$ cat config.mk
export PLATFORM = sky130hd
export DESIGN_NAME = instr_loader
export DESIGN_NICKNAME = d
export VERILOG_FILES = /design/src/rtl/instr_loader_pkg.sv /design/src/rtl/instr_loader_sync_fifo.sv /design/src/rtl/instr_loader.sv
export SDC_FILE = /design/constraint.sdc
export NUM_CORES = 1
export LEC_CHECK = 0
export CAP_MARGIN = 20
export CELL_PAD_IN_SITES_DETAIL_PLACEMENT = 0
export CELL_PAD_IN_SITES_GLOBAL_PLACEMENT = 2
export CORE_MARGIN = 5
export CORE_UTILIZATION = 43
export CTS_CLUSTER_DIAMETER = 100
export CTS_CLUSTER_SIZE = 12
export DETAILED_ROUTE_END_ITERATION = 8
export GPL_TIMING_DRIVEN = 0
export PLACE_DENSITY = 0.84
export SLEW_MARGIN = 25
export SYNTH_ARGS = -nofsm -noshare
export SYNTH_HDL_FRONTEND = slang
export SYNTH_HIERARCHICAL = 1
export SYNTH_SLANG_ARGS = --single-unit
$ cat constraint.sdc
create_clock -name CLK -period 3.3 [get_ports CLK]
set_input_delay 0.66 -clock CLK [delete_from_list [all_inputs] [get_ports CLK]]
set_output_delay 0.66 -clock CLK [all_outputs]
set_load 0.005 [all_outputs]
$ cat src/rtl/instr_loader_pkg.sv
// Shared sizing for the instruction loader and the cpu instruction bus.
package instr_loader_pkg;

    localparam int LOADER_IW    = 9;
    localparam int LOADER_DEPTH = 4;
    localparam int LOADER_AW    = 2;

endpackage

$ cat src/rtl/instr_loader_sync_fifo.sv
// Small synchronous FIFO buffering completed instructions ahead of the issue register.
module sync_fifo
    import instr_loader_pkg::*;
#(
    parameter int W = LOADER_IW,
    parameter int D = LOADER_DEPTH,
    parameter int A = LOADER_AW
) (
    input  logic         clk,
    input  logic         reset,
    input  logic         push,
    input  logic [W-1:0] push_data,
    input  logic         pop,
    output logic         push_acc,
    output logic [W-1:0] rd_data,
    output logic [A:0]   count,
    output logic         full,
    output logic         empty
);

    localparam logic [A:0] FULL_CNT = (A+1)'(D);

    logic [W-1:0] mem_q [D];
    logic [W-1:0] mem_d [D];
    logic [A-1:0] rd_q, rd_d, wr_q, wr_d;
    logic [A:0]   count_q, count_d;
    logic         pop_ok;

    // A full FIFO still accepts a word when an entry leaves on the same edge.
    always_comb begin
        full     = (count_q == FULL_CNT);
        empty    = (count_q == '0);
        pop_ok   = pop && !empty;
        push_acc = push && (!full || pop_ok);
        mem_d    = mem_q;
        rd_d     = rd_q;
        wr_d     = wr_q;
        if (push_acc) begin
            mem_d[wr_q] = push_data;
            wr_d        = wr_q + 1'b1;
        end
        if (pop_ok) begin
            rd_d = rd_q + 1'b1;
        end
        count_d = count_q + (A+1)'(push_acc) - (A+1)'(pop_ok);
    end

    always_ff @(posedge clk or posedge reset) begin
        if (reset) begin
            for (int i = 0; i < D; i++) begin
                mem_q[i] <= '0;
            end
            rd_q    <= '0;
            wr_q    <= '0;
            count_q <= '0;
        end else begin
            mem_q   <= mem_d;
            rd_q    <= rd_d;
            wr_q    <= wr_d;
            count_q <= count_d;
        end
    end

    assign rd_data = mem_q[rd_q];
    assign count   = count_q;

endmodule

$ cat src/rtl/instr_loader.sv
// Serial-to-parallel instruction front end: deserializer, FIFO and registered issue stage.
module instr_loader
    import instr_loader_pkg::*;
#(
    parameter int IW    = LOADER_IW,
    parameter int DEPTH = LOADER_DEPTH,
    parameter int AW    = LOADER_AW
) (
    input  logic          CLK,
    input  logic          RESET,
    input  logic          SDI,
    input  logic          SVALID,
    input  logic          SFRAME,
    input  logic          STALL,
    output logic [IW-1:0] INSTRUCTION,
    output logic          WRITE_EN,
    output logic          FULL,
    output logic          EMPTY,
    output logic          OVERFLOW,
    output logic [AW:0]   COUNT
);

    localparam int BW = $clog2(IW);

    logic [BW-1:0] bitcnt_q, bitcnt_d;
    logic [IW-2:0] shreg_q, shreg_d;
    logic [IW-1:0] push_word, fifo_rd_data;
    logic [IW-1:0] instr_q, instr_d;
    logic          push_req, push_acc, pop;
    logic          wen_q, wen_d, ovf_q, ovf_d;
    logic          fifo_full, fifo_empty;
    logic [AW:0]   fifo_count;

    // The top bit is never stored: the word completes directly from SDI on its last edge.
    always_comb begin
        bitcnt_d  = bitcnt_q;
        shreg_d   = shreg_q;
        push_req  = 1'b0;
        push_word = {SDI, shreg_q};
        if (SFRAME) begin
            bitcnt_d = '0;
            if (SVALID) begin
                shreg_d[0] = SDI;
                bitcnt_d   = BW'(1);
            end
        end else if (SVALID) begin
            if (bitcnt_q == BW'(IW-1)) begin
                push_req = 1'b1;
                bitcnt_d = '0;
            end else begin
                for (int i = 0; i < IW-1; i++) begin
                    if (bitcnt_q == BW'(i)) begin
                        shreg_d[i] = SDI;
                    end
                end
                bitcnt_d = bitcnt_q + 1'b1;
            end
        end
    end

    always_comb begin
        pop     = !fifo_empty && !STALL;
        wen_d   = pop;
        instr_d = instr_q;
        if (pop) begin
            instr_d = fifo_rd_data;
        end
        ovf_d = ovf_q | (push_req & ~push_acc);
    end

    always_ff @(posedge CLK or posedge RESET) begin
        if (RESET) begin
            bitcnt_q <= '0;
            shreg_q  <= '0;
            instr_q  <= '0;
            wen_q    <= 1'b0;
            ovf_q    <= 1'b0;
        end else begin
            bitcnt_q <= bitcnt_d;
            shreg_q  <= shreg_d;
            instr_q  <= instr_d;
            wen_q    <= wen_d;
            ovf_q    <= ovf_d;
        end
    end

    sync_fifo #(
        .W (IW),
        .D (DEPTH),
        .A (AW)
    ) u_fifo (
        .clk       (CLK),
        .reset     (RESET),
        .push      (push_req),
        .push_data (push_word),
        .pop       (pop),
        .push_acc  (push_acc),
        .rd_data   (fifo_rd_data),
        .count     (fifo_count),
        .full      (fifo_full),
        .empty     (fifo_empty)
    );

    assign INSTRUCTION = instr_q;
    assign WRITE_EN    = wen_q;
    assign FULL        = fifo_full;
    assign EMPTY       = fifo_empty;
    assign OVERFLOW    = ovf_q;
    assign COUNT       = fifo_count;

endmodule

==> summary.md <==
| Metric | Value |
|---|---|
| Crit path time final | `2.79 ns` |
| Sequential cell area | `0.00165 mm²` |
| Relative slew margins | `53.5%` |
| Row count | `31` |
| Vias in the first global route | `1,822` |
| Worst Tran Pin Value | `about 0.7 ns` |
| Overall Global Routing Usage | `13.9%` |
| Clk Latency, worst-skew pair | `roughly 0.34 ns` |
| Max Clock Skew | `about 0.01 ns` |
| Status | `completed` |
| Post-Syn Area | `between 0.003 and 0.004 mm²` |
| Adder-cell share of the synthesized area | `4.59%` |
| Die Y | `95.8 µm` |
| Hold_buf cts | `0` |
| Ys Warns | `6` |
| Antenna Nets Post-Route | `0` |
| CTS tree | `done` |
| Non-filler cells, final | `343` |
| Synth top cells by count | `dfrtp_1 (66), mux2_4 (36), mux2_2 (15)` |
| Buffer and inverter count on the worst path | `1` |
| Startpoint types | `flop` |
| Flops & latches, synth | `66` |
| CP max stage cell | `or4b_4` |
| Max frequency | `roughly 360 MHz` |
| Clk sinks | `66` |
| Setup violators final | `0` |
| Async SR Flop Fraction | `100%` |
| DRC viols | `0` |
| Hold Crit Start | `OVERFLOW` |
| Core area | `0.00721 mm²` |
| Hold Vio Cnt, Final | `0` |
| First-pass GRT wire length | `9.47 mm` |
| Crit end category | `flop` |
| Pwr/cell area | `roughly 550 mW/mm²` |
| Worst-path clk slew | `0.07 ns` |
| Top delay family on crit path | `simple AND/OR/NAND/NOR gates` |
| Synth top area share | `52.2%` |
| RSZ-0062 raised after global routing | `no` |
| Starting density of the core | `43.8%` |
| Largest net degree at the start of global routing | `25` |
| Die width | `95.8 µm` |
| CP max FO | `12` |
| Longest Clk Path Bufs | `2` |
| R2R Path Start | `u_fifo/count[2]` |
| Post-DP HPWL | `3.73 mm` |
| H-tree depth | `3` |
| Ports | `22` |
| GRT overflow | `0` |
| Critical R2R Capture | `u_fifo/count[2]` |
| Distinct cell type count after synthesis | `33` |
| Cell count of the worst reg-to-reg path | `9` |
| Reg-to-reg slack, setup | `0.51 ns` |
| Area of the multi-input gates | `0.00141 mm²` |
| Largest cells by area after synthesis | `dfrtp_1 (52%), mux2_4 (17%), mux4_2 (6.4%)` |
| Post-route worst setup slack | `~0.51 ns` |
| Synth area leader | `dfrtp_1` |
| Via count | `1,698` |
| Routed WL per cell | `16.2 µm` |
| Max incr delay on CP | `between 0.6 and 0.7 ns` |
| Vias/cell | `4.95` |
| Inst Count DP | `327` |
| Most used DFF post-synth | `dfrtp_1` |
| Share of cells above drive strength 1 | `38.5%` |
| Synth Area in Simple Gates | `roughly 6%` |
| Synthesized-area fraction occupied by xor and xnor cells | `1.38%` |
| CTS Buf Count | `9` |
| Mux share of post-synthesis cell area | `30.2%` |
| Register area share after synthesis | `52.2%` |
| Initial antenna violation count | `0` |
| Crit path arrival time | `3.01 ns` |
| Drt first pass iters | `4` |
| Hold Path Depth | `1` |
| # port buffers | `20` |
| EDFF count, synth | `0` |
| Leakage power | `1.75 nW` |
| Root buf cell | `clkbuf_8` |
| Total Routed Length | `5.55 mm` |
| Max-Cap Viols | `0` |
| Pre-CTS setup slack | `roughly 0.16 ns` |
| Syn Inst Count | `207` |
| Drt initial violations | `51` |
| Filler Cell Count | `645` |
| Cell with the most instances after synthesis | `dfrtp_1` |
| NumNets Final | `256` |
| GP Congestion | `approximately 0.73` |
| Post-synthesis compound-gate area fraction | `about 2.2%` |
| WHS Endpoint | `OVERFLOW` |
| N_diodes | `0` |
| Power Total | `slightly above 0.002 W` |
| Fin. max-slew vios | `0` |
| Min-delay worst type | `reg2reg` |
| Cts repair resizes | `0` |
| Fin crit share | `84.6%` |
| Syn_nets | `224` |
| Setup Fix Bufs, Post-CTS | `0` |
| Die ar. | `0.00917 mm²` |
| Area Growth Syn to Fin | `18.2%` |
| Crit Path Category | `reg2reg` |
| Avg Cell Area, Syn | `15.3 µm²` |
| Worst path cell trace | `nor3_1 > nor2_2 > or4b_4 > nand2_1 > inv_1 > ha_1 > fa_1 > xor2_1 > xnor2_1` |
| WP data required | `3.52 ns` |
| Main combinational cell family by area after synthesis | `multiplexers` |
| VDD IR max | `0.000236 V` |
## metal layers
| metal | part of all wire [%] | GRT usage [%] |
|---|---|---|
| met3 | 3.6 | 4.22 |
| met2 | 47 | 20.6 |
| met4 | 1.2 | 5.33 |
| met1 | 48 | 19.3 |
| met5 | 0 | 0 |
## worst register-to-register path, cell delays in order (launching register included)
cell and delay, ns:
dfrtp_1 0.44, nor3_1 0.31, nor2_2 0.21, or4b_4 0.61
nand2_1 0.15, inv_1 0.08, ha_1 0.22, fa_1 0.37
xor2_1 0.16, xnor2_1 0.13
## how the worst max path moves through the flow
stage          slack [ns]               to  cells past startpoint             from
2_1_floorplan        0.65  u_fifo/count[2]                      9  u_fifo/count[2]
3_3_place_gp        -0.25  u_fifo/count[2]                      9           SVALID
3_5_place_dp         0.16  u_fifo/count[2]                      9            STALL
4_1_cts              0.48  u_fifo/count[2]                      9  u_fifo/count[1]
5_1_grt              0.33  u_fifo/count[2]                      9  u_fifo/count[2]
6_report             0.51  u_fifo/count[2]                      9  u_fifo/count[2]
## cell usage in the layout, fill, tap and decap left out, types with 2 or more instances in the layout
cell type and n:
bufinv_16 2, mux2_1 3, a21oi_1 3, and3_4 4
clkbuf_8 9, dfrtp_1 66, inv_1 10, ha_1 10
xnor2_1 3, nor3_1 2, xor2_1 2, nand2_1 9
buf_2 3, nand3_1 3, mux2_2 15, clkdlybuf4s50_1 20
mux2_4 36, buf_6 4, mux4_2 9, clkinv_4 3
nor2_2 2, nor2_1 4, inv_2 2, o21ai_0 3
## through the flow
step           TNS [ns]  hold WS (ns)  area, µm²  utilization [%]
6_report              0         0.465       3740             51.8
5_1_grt               0         0.503       3740             51.8
4_1_cts               0         0.468       3740             51.8
3_5_place_dp          0         0.445       3520             48.8
3_3_place_gp      -2.26         0.440       3490             48.3
2_1_floorplan         0         0.451       3160                -
## report_power, final
group          internal, W  leakage, nW  total, W  switching [W]
clock             0.000428        0.110  0.000745       0.000317
combinational     0.000197        0.739  0.000383       0.000186
sequential        0.000868        0.898  0.000939      0.0000710
## registers in the layout, summed over array words and instances, names as in the netlist
register / count
u_fifo/mem_q: 36
INSTRUCTION: 9
shreg_q: 8
bitcnt_q: 4
u_fifo/count: 3
u_fifo/rd_q: 2
u_fifo/wr_q: 2
OVERFLOW: 1
WRITE_EN: 1
## cells by family (layout without fill, tap and decap cells)
kind of cell	count (synthesis)	after routing
DFF	66	66
muxes	64	64
AOI/OAI and AO/OA	11	11
xor gates and xnor gates	5	5
buffers and inverters	20	57
adders and majority gates	11	11
and+or+nand+nor	30	30
## final cells by class
class	instances	share of cell area [%]
inverter	12	1.20
sequential	66	44.2
timing repair buffer	21	6.09
tap	99	3.31
buffer	8	1.71
clock buffer	10	3.41
clock inverter	6	2.44
multi-input combinational	121	37.7
(Power assumes the default switching activity.)
